--- src/rtl/fetch_unit_if.sv ---
// Fetch unit bus bundle: BRAM read port, instruction handoff to decode, and control.
// master = fetch unit side, slave = memory/decode/control side.
interface fetch_unit_if;
  logic        o_mem_read;
  logic [13:0] o_mem_address;
  logic [31:0] i_mem_value;
  logic [31:0] o_insn;
  logic [63:0] o_insn_pc;
  logic        o_insn_valid;
  logic        i_insn_ready;
  logic        i_redirect;
  logic [63:0] i_redirect_pc;
  logic        i_halt;
  logic        o_halted;

  modport master (
    output o_mem_read, o_mem_address, o_insn, o_insn_pc, o_insn_valid, o_halted,
    input  i_mem_value, i_insn_ready, i_redirect, i_redirect_pc, i_halt
  );

  modport slave (
    input  o_mem_read, o_mem_address, o_insn, o_insn_pc, o_insn_valid, o_halted,
    output i_mem_value, i_insn_ready, i_redirect, i_redirect_pc, i_halt
  );
endinterface

--- src/rtl/fetch_unit.sv ---
// Instruction fetch: sequential BRAM reads from pc into a small in-order buffer for decode.
// Read data returns one cycle after issue; issue stalls when buffer plus in-flight read is full.
module fetch_unit #(
  parameter logic [63:0] RESET_PC = 64'h0,
  parameter int          DEPTH    = 2
) (
  input logic          i_clk,
  input logic          i_rst,
  fetch_unit_if.master bus
);
  localparam int AW = (DEPTH > 2) ? 2 : 1;
  localparam int CW = AW + 1;
  localparam int OW = CW + 1;
  localparam logic [63:0] START_PC = {RESET_PC[63:2], 2'b00};

  typedef enum logic [1:0] {IDLE, RUN, HALT} state_t;
  typedef struct packed {
    logic [63:0] pc;
    logic [31:0] insn;
  } entry_t;

  state_t         state_q;
  logic [63:0]    pc_q, pc_d;
  logic [63:0]    rsp_pc_q;
  logic           inflight_q;
  entry_t         fifo_q [DEPTH];
  logic [AW-1:0]  head_q, tail_q;
  logic [CW-1:0]  count_q, count_d;
  logic [OW-1:0]  occ;
  logic           pop, push, issue;

  always_comb begin
    pop   = (count_q != '0) && bus.i_insn_ready && !bus.i_redirect;
    push  = inflight_q && !bus.i_redirect;
    // A slot freed by this cycle's pop may be refilled, which sustains one fetch per cycle.
    occ   = {1'b0, count_q} + OW'(inflight_q) - OW'(pop);
    issue = (state_q == RUN) && !bus.i_redirect && (occ < OW'(DEPTH));
    count_d = count_q + CW'(push) - CW'(pop);
    pc_d = pc_q;
    if (bus.i_redirect) begin
      pc_d = bus.i_redirect_pc & ~64'd3;
    end else if (issue) begin
      pc_d = pc_q + 64'd4;
    end
  end

  always_ff @(posedge i_clk or posedge i_rst) begin
    if (i_rst) begin
      state_q    <= IDLE;
      pc_q       <= START_PC;
      rsp_pc_q   <= '0;
      inflight_q <= 1'b0;
      head_q     <= '0;
      tail_q     <= '0;
      count_q    <= '0;
      for (int i = 0; i < DEPTH; i++) begin
        fifo_q[i] <= '0;
      end
    end else begin
      case (state_q)
        IDLE:    state_q <= RUN;
        RUN:     if (!bus.i_redirect && bus.i_halt) state_q <= HALT;
        HALT:    if (bus.i_redirect) state_q <= RUN;
        default: state_q <= IDLE;
      endcase
      pc_q       <= pc_d;
      inflight_q <= issue;
      if (issue) begin
        rsp_pc_q <= pc_q;
      end
      if (bus.i_redirect) begin
        head_q  <= '0;
        tail_q  <= '0;
        count_q <= '0;
      end else begin
        if (push) begin
          fifo_q[tail_q] <= '{pc: rsp_pc_q, insn: bus.i_mem_value};
          tail_q         <= tail_q + 1'b1;
        end
        if (pop) begin
          head_q <= head_q + 1'b1;
        end
        count_q <= count_d;
      end
    end
  end

  assign bus.o_mem_read    = issue;
  assign bus.o_mem_address = (state_q == IDLE) ? 14'd0 : pc_q[13:0];
  assign bus.o_insn        = fifo_q[head_q].insn;
  assign bus.o_insn_pc     = fifo_q[head_q].pc;
  assign bus.o_insn_valid  = (count_q != '0);
  assign bus.o_halted      = (state_q == HALT) && !inflight_q;
endmodule

--- src/flat_wrapper.sv ---
// flat-port wrapper written by rule: the top's interface ports become plain ports
module fetch_unit_flat 
#(
  parameter logic [63:0] RESET_PC = 64'h0,
  parameter int          DEPTH    = 2
)
  (i_clk, i_rst, bus_o_mem_read, bus_o_mem_address, bus_o_insn, bus_o_insn_pc, bus_o_insn_valid, bus_o_halted, bus_i_mem_value, bus_i_insn_ready, bus_i_redirect, bus_i_redirect_pc, bus_i_halt);
  fetch_unit_if bus_i ();
  input logic i_clk;
  input logic i_rst;
  output wire logic [$bits(bus_i.o_mem_read)-1:0] bus_o_mem_read;
  output wire logic [$bits(bus_i.o_mem_address)-1:0] bus_o_mem_address;
  output wire logic [$bits(bus_i.o_insn)-1:0] bus_o_insn;
  output wire logic [$bits(bus_i.o_insn_pc)-1:0] bus_o_insn_pc;
  output wire logic [$bits(bus_i.o_insn_valid)-1:0] bus_o_insn_valid;
  output wire logic [$bits(bus_i.o_halted)-1:0] bus_o_halted;
  input wire logic [$bits(bus_i.i_mem_value)-1:0] bus_i_mem_value;
  input wire logic [$bits(bus_i.i_insn_ready)-1:0] bus_i_insn_ready;
  input wire logic [$bits(bus_i.i_redirect)-1:0] bus_i_redirect;
  input wire logic [$bits(bus_i.i_redirect_pc)-1:0] bus_i_redirect_pc;
  input wire logic [$bits(bus_i.i_halt)-1:0] bus_i_halt;
  assign bus_o_mem_read = bus_i.o_mem_read;
  assign bus_o_mem_address = bus_i.o_mem_address;
  assign bus_o_insn = bus_i.o_insn;
  assign bus_o_insn_pc = bus_i.o_insn_pc;
  assign bus_o_insn_valid = bus_i.o_insn_valid;
  assign bus_o_halted = bus_i.o_halted;
  assign bus_i.i_mem_value = bus_i_mem_value;
  assign bus_i.i_insn_ready = bus_i_insn_ready;
  assign bus_i.i_redirect = bus_i_redirect;
  assign bus_i.i_redirect_pc = bus_i_redirect_pc;
  assign bus_i.i_halt = bus_i_halt;
  fetch_unit #(.RESET_PC(RESET_PC), .DEPTH(DEPTH)) u_core (.i_clk(i_clk), .i_rst(i_rst), .bus(bus_i));
endmodule
--- config.mk ---
export PLATFORM = sky130hd
export DESIGN_NAME = fetch_unit_flat
export DESIGN_NICKNAME = d
export VERILOG_FILES = /design/src/rtl/fetch_unit_if.sv /design/src/rtl/fetch_unit.sv /design/src/flat_wrapper.sv
export SDC_FILE = /design/constraint.sdc
export NUM_CORES = 1
export LEC_CHECK = 0
export CORE_ASPECT_RATIO = 0.8
export CORE_UTILIZATION = 45
export DETAILED_ROUTE_END_ITERATION = 10
export PLACE_DENSITY = 0.64
export SYNTH_ARGS = -nofsm -noshare
export SYNTH_HDL_FRONTEND = slang
export SYNTH_SLANG_ARGS = --single-unit
--- constraint.sdc ---
create_clock -name i_clk -period 15.5 [get_ports i_clk]
set_input_delay 2.325 -clock i_clk [delete_from_list [all_inputs] [get_ports i_clk]]
set_output_delay 2.325 -clock i_clk [all_outputs]
set_load 0.05 [all_outputs]
Word-level counts from Yosys, hierarchy flattened
Index checks and enable logic that the tools add are counted.
- register bits: 327
- bits of input ports: 101
- logic and storage cells: 63
- add/sub/neg operators: 7
- magnitude comparators: 4
- equal/unequal tests: 4
- mux-type cells: 17
- bitwise gates (word level): 3
- reduce and logical (&&, ||, !) cells: 17
- operators with widths (operator ; count):
    96-bit 2-to-1 mux ; 4
    192-bit bitwise mux ; 1
    64-bit 2-to-1 mux ; 2
    96-bit demux with 1-bit select ; 1
    64-bit by 3-bit adder with 64-bit output, second input constant ; 1
    14-bit 2-to-1 mux ; 1
    1-bit logical AND ; 8
    2-bit nonzero test ; 4
    2-bit 2-to-1 mux ; 3
    2-bit case mux with 3 select lines ; 1
    2-bit >= comparator, second input constant ; 2
    1-bit 2-to-1 mux ; 4
    2-bit inequality test, second input constant ; 2
    1-bit inverter with 2-bit output ; 2
    2-bit AND reduction ; 2
    2-bit by 1-bit adder with 3-bit output ; 1
    3-bit by 2-bit < comparator with 1-bit output, second input constant ; 1
    3-bit by 1-bit subtractor with 3-bit output ; 1
    1-bit adder, second input constant ; 2
    2-bit by 1-bit adder with 2-bit output ; 1
    2-bit by 1-bit equality test with 1-bit output, second input constant ; 1
    2-bit equality test, second input constant ; 1
    1-bit logical NOT ; 2
    2-bit logical NOT ; 1
    other kinds (3) ; 3

Logic depth before layout (Yosys ltp)
- word-level depth: 8
- gate-level depth with buffers: 14
- gate-level depth less buffers: 11

Least setup slack after synthesis
No wires, ideal clock.
- path type: input to output
- start point: input bus_i_redirect
- end point: output bus_o_mem_read
- data arrival time: 5.541 ns
- setup slack: 7.634 ns
- cell stages on the path: 11
- buffers on the path: 5
- path through: clkbuf_1 > clkbuf_1 > clkbuf_1 > nor2_1 > ha_1 > nand2b_1 > fa_1 > nand3b_1 > nor3_1 > clkbuf_1 > buf_1
- word-level cells in the longest chain between the ends: 5
- elaborated cells on any way between the ends: 6
- those cells by class: add/sub (1); order compare (1); reduce/logical (4)
- ends and longest elaborated chain (item ; RTL line ; text):
    from (decl) ; flat_wrapper.sv:19 ; input wire logic [$bits(bus_i.i_redirect)-1:0] bus_i_redirect;
    1-bit logical NOT * ; fetch_unit.sv:33, fetch_unit.sv:37 ;
    1-bit logical AND ; fetch_unit.sv:33 ; pop = (count_q != '0) && bus.i_insn_ready && !bus.i_redirect;
    3-bit by 1-bit subtractor with 3-bit output ; fetch_unit.sv:36 ; occ = {1'b0, count_q} + OW'(inflight_q) - OW'(pop);
    3-bit by 2-bit < comparator with 1-bit output ; fetch_unit.sv:37 ; issue = (state_q == RUN) && !bus.i_redirect && (occ < OW'(DEPTH));
    1-bit logical AND * ; fetch_unit.sv:37 ;
    to (decl) ; flat_wrapper.sv:11 ; output wire logic [$bits(bus_i.o_mem_read)-1:0] bus_o_mem_read;
Mark *: on every way between the ends. The rest lies on a longest branch, timed or not.

Worst setup path in the final report
- start point: input bus_i_insn_ready
- end point: output bus_o_mem_read
- word-level cells in the longest chain between the ends: 5
- ends and longest elaborated chain (item ; RTL line ; text):
    from (decl) ; flat_wrapper.sv:18 ; input wire logic [$bits(bus_i.i_insn_ready)-1:0] bus_i_insn_ready;
    1-bit logical AND (2 in a row) ; fetch_unit.sv:33 ;
    3-bit by 1-bit subtractor with 3-bit output ; fetch_unit.sv:36 ;
    3-bit by 2-bit < comparator with 1-bit output ; fetch_unit.sv:37 ;
    1-bit logical AND ; fetch_unit.sv:37 ;
No other way between the ends.

==> impl_metrics.json <==
{
  "cts_hold_buf": 0,
  "firstDrtPassIters": 4,
  "drc": 0,
  "start_kind": "primary input",
  "synth.area.top_cells": "dfrtp_1 54%, mux2_2 27%, nand2_1 1.5%",
  "grt_pass1_wl_mm": 55.8,
  "htreeDepth": 2,
  "grt_antenna_before_repair": 0,
  "synthFlopType": "dfrtp_1",
  "finalWorstSetupSlack_ns": 6.96,
  "clockRootBuffer": "clkbuf_16",
  "ios": 214,
  "drive_gt1_share_pct": 32.4,
  "endpoint_kind": "primary output",
  "totalWireLength_mm": 34.0,
  "core_area_sq_mm": 0.0317,
  "critPathKind": "in2out",
  "syn2layout_area_growth_pct": 24.1,
  "timing.final.crit_share_pct": 55.1,
  "ir_drop_mv": 0.128,
  "cp.required_ns": 13.18,
  "max_freq_mhz": 117,
  "cp.arrival_ns": 6.22,
  "initial_core_util_pct": 46.3,
  "gp_congestion": 0.764,
  "numCtsBuffers": 34,
  "post_dp_cell_area_sq_mm": 0.0170,
  "stdcell_area_sq_mm": 0.0182,
  "fp.dieArea_sq_mm": 0.0333,
  "ant_nets": 0,
  "wl_per_cell_microns": 19.4,
  "synthCells": 1127,
  "fin_nets": 1418,
  "relSlewSlack_pct": 33.6,
  "maxCapViolCount": 0,
  "ys_seq_area_share_pct": 54.4,
  "worst_pin_slew_ns": 0.996,
  "numPortBuffers": 207,
  "finClkSkew_ns": 0.0115,
  "cts_resized": 0,
  "synth.distinct_cells": 63,
  "synth.cell_area_sq_mm": 0.0147,
  "vias_per_cell": 5.45,
  "place_hpwl_mm": 22.0,
  "synth_top_area_share_pct": 54.4,
  "dpl_worst_slack_ns": 6.94,
  "drtIter0Drc": 623,
  "insertion_delay_ns": 0.50,
  "yosysWarnings": 0,
  "p_leak_nw": 7.60,
  "finalSetupViolCount": 0,
  "grt_max_degree": 117,
  "overflow": 0,
  "n_antenna_cell": 0,
  "hold_viol": 0,
  "slew_viol_final": 0,
  "hold_ws_ns": 0.499,
  "synth_edf_count": 0,
  "clock_sinks": 319,
  "cp_max_fo": 63,
  "clk_pin_slew_ns": 0.06,
  "setup_tns_ns": 0,
  "post-cts-setup-buffers": 0,
  "grt_usage_pct": 21.1,
  "ys_ff_latch": 319,
  "vias": 9559,
  "min_period_ns": 8.54,
  "clk_path_buf_depth": 3,
  "grt_pass1_vias": 9990,
  "powerDensity_mw_per_mm2": 216,
  "rsz0062_at_grt": "false",
  "status": "complete, no violations",
  "syn-mean-instance-area_sq_um": 13.0,
  "async_reset_ff_share_pct": 100,
  "fp.dieW_microns": 204,
  "cts_tree": "yes",
  "yosysTopAreaCell": "dfrtp_1",
  "num_rows": 58,
  "fp.dieH_microns": 163,
  "min_path_type": "reg2reg"
}
-- path summary, 6_finish.rpt --
check                                   from  slack [ns]  depth (start not counted)                end
max                         bus_i_insn_ready        6.96                         10     bus_o_mem_read
min                        u_core.fifo_q[91]        0.50                          1  u_core.fifo_q[91]
max reg2reg                u_core.count_q[1]       10.87                         11    u_core.pc_q[31]
min reg2reg                u_core.fifo_q[91]        0.50                          1  u_core.fifo_q[91]
max in group asynchronous              i_rst        9.99                          5  u_core.fifo_q[69]
min in group asynchronous              i_rst        2.35                          2  u_core.fifo_q[20]
-- layout by cell type (no fill, tap or decap), types with 23 or more instances in the layout --
master	instances
xor2_1	23
mux2_2	346
o21ai_0	33
dfrtp_1	318
nand3_1	36
nand4_1	25
clkdlybuf4s50_1	206
clkbuf_16	37
nor2_1	36
nand2_1	59
-- worst max-delay path: stages --
cell             delay [ns]
clkdlybuf4s50_1        0.45
nand2_1                0.08
nor2_1                 0.14
ha_1                   0.24
nand2b_1               0.15
fa_1                   0.50
nand3b_1               0.22
nor3_2                 0.35
buf_4                  0.73
clkdlybuf4s50_1        0.96
-- where the power goes --
group | total [W] | internal (W) | switching (W)
Clock | 0.000846 | 0.000518 | 0.000328
Combinational | 0.00170 | 0.000753 | 0.000942
Sequential | 0.00139 | 0.00117 | 0.000219
-- layout make-up --
type | count | area [sq um]
fill | 2620 | 13500
sequential | 319 | 7990
multi-input combinational | 733 | 6350
timing repair buffer | 216 | 2130
clock buffer | 52 | 1050
tap | 420 | 526
clock inverter | 7 | 116
inverter | 8 | 37.5
-- kinds of logic (layout without fill, tap and decap cells) --
family	count (synthesis)	count (layout)	synth area share, %
muxes	348	348	26.7
DFF	319	319	54.4
and+or+nand+nor	259	259	10.3
AOI/OAI and AO/OA	86	86	3.71
buffers and inverters	78	283	2.51
xor gates and xnor gates	31	31	1.85
adders and majority gates	5	5	0.478
other	1	4	0.0256
-- state kept, by name, indices dropped and copies added, names as in the netlist --
name / cells
u_core.count_q: 2
u_core.fifo_q: 188
u_core.pc_q: 62
u_core.tail_q: 1
u_core.head_q: 1
u_core.rsp_pc_q: 62
u_core.inflight_q: 1
u_core.state_q: 2
-- synth_stat cells (all sizes together) (18+ instances only) --
| master | n |
|---|---|
| a31oi | 21 |
| buf | 18 |
| clkbuf | 49 |
| dfrtp | 319 |
| mux2 | 346 |
| nand2 | 60 |
| nand3 | 38 |
| nand4 | 28 |
| nor2 | 36 |
| o21ai | 33 |
| or4 | 20 |
| xor2 | 23 |
-- per-layer routing --
metal	up-vias	track usage (%)	wire length, microns
met5	-	0	0
met4	0	4.20	417
met3	38	3.21	1460
met2	183	32.8	15400
met1	4868	31.2	16800
li1	4470	-	-
-- per-stage QoR --
stage / util (%) / cells / total power [W]
4_1_cts: 57.4 / 1755 / 0.00398
3_3_place_gp: 53.7 / 1696 / 0.00308
6_report: 57.4 / 1755 / 0.00393
3_5_place_dp: 53.7 / 1696 / 0.00311
5_1_grt: 57.4 / 1755 / 0.00413
2_1_floorplan: - / 1130 / 0.00261
(Power assumes the default switching activity.)
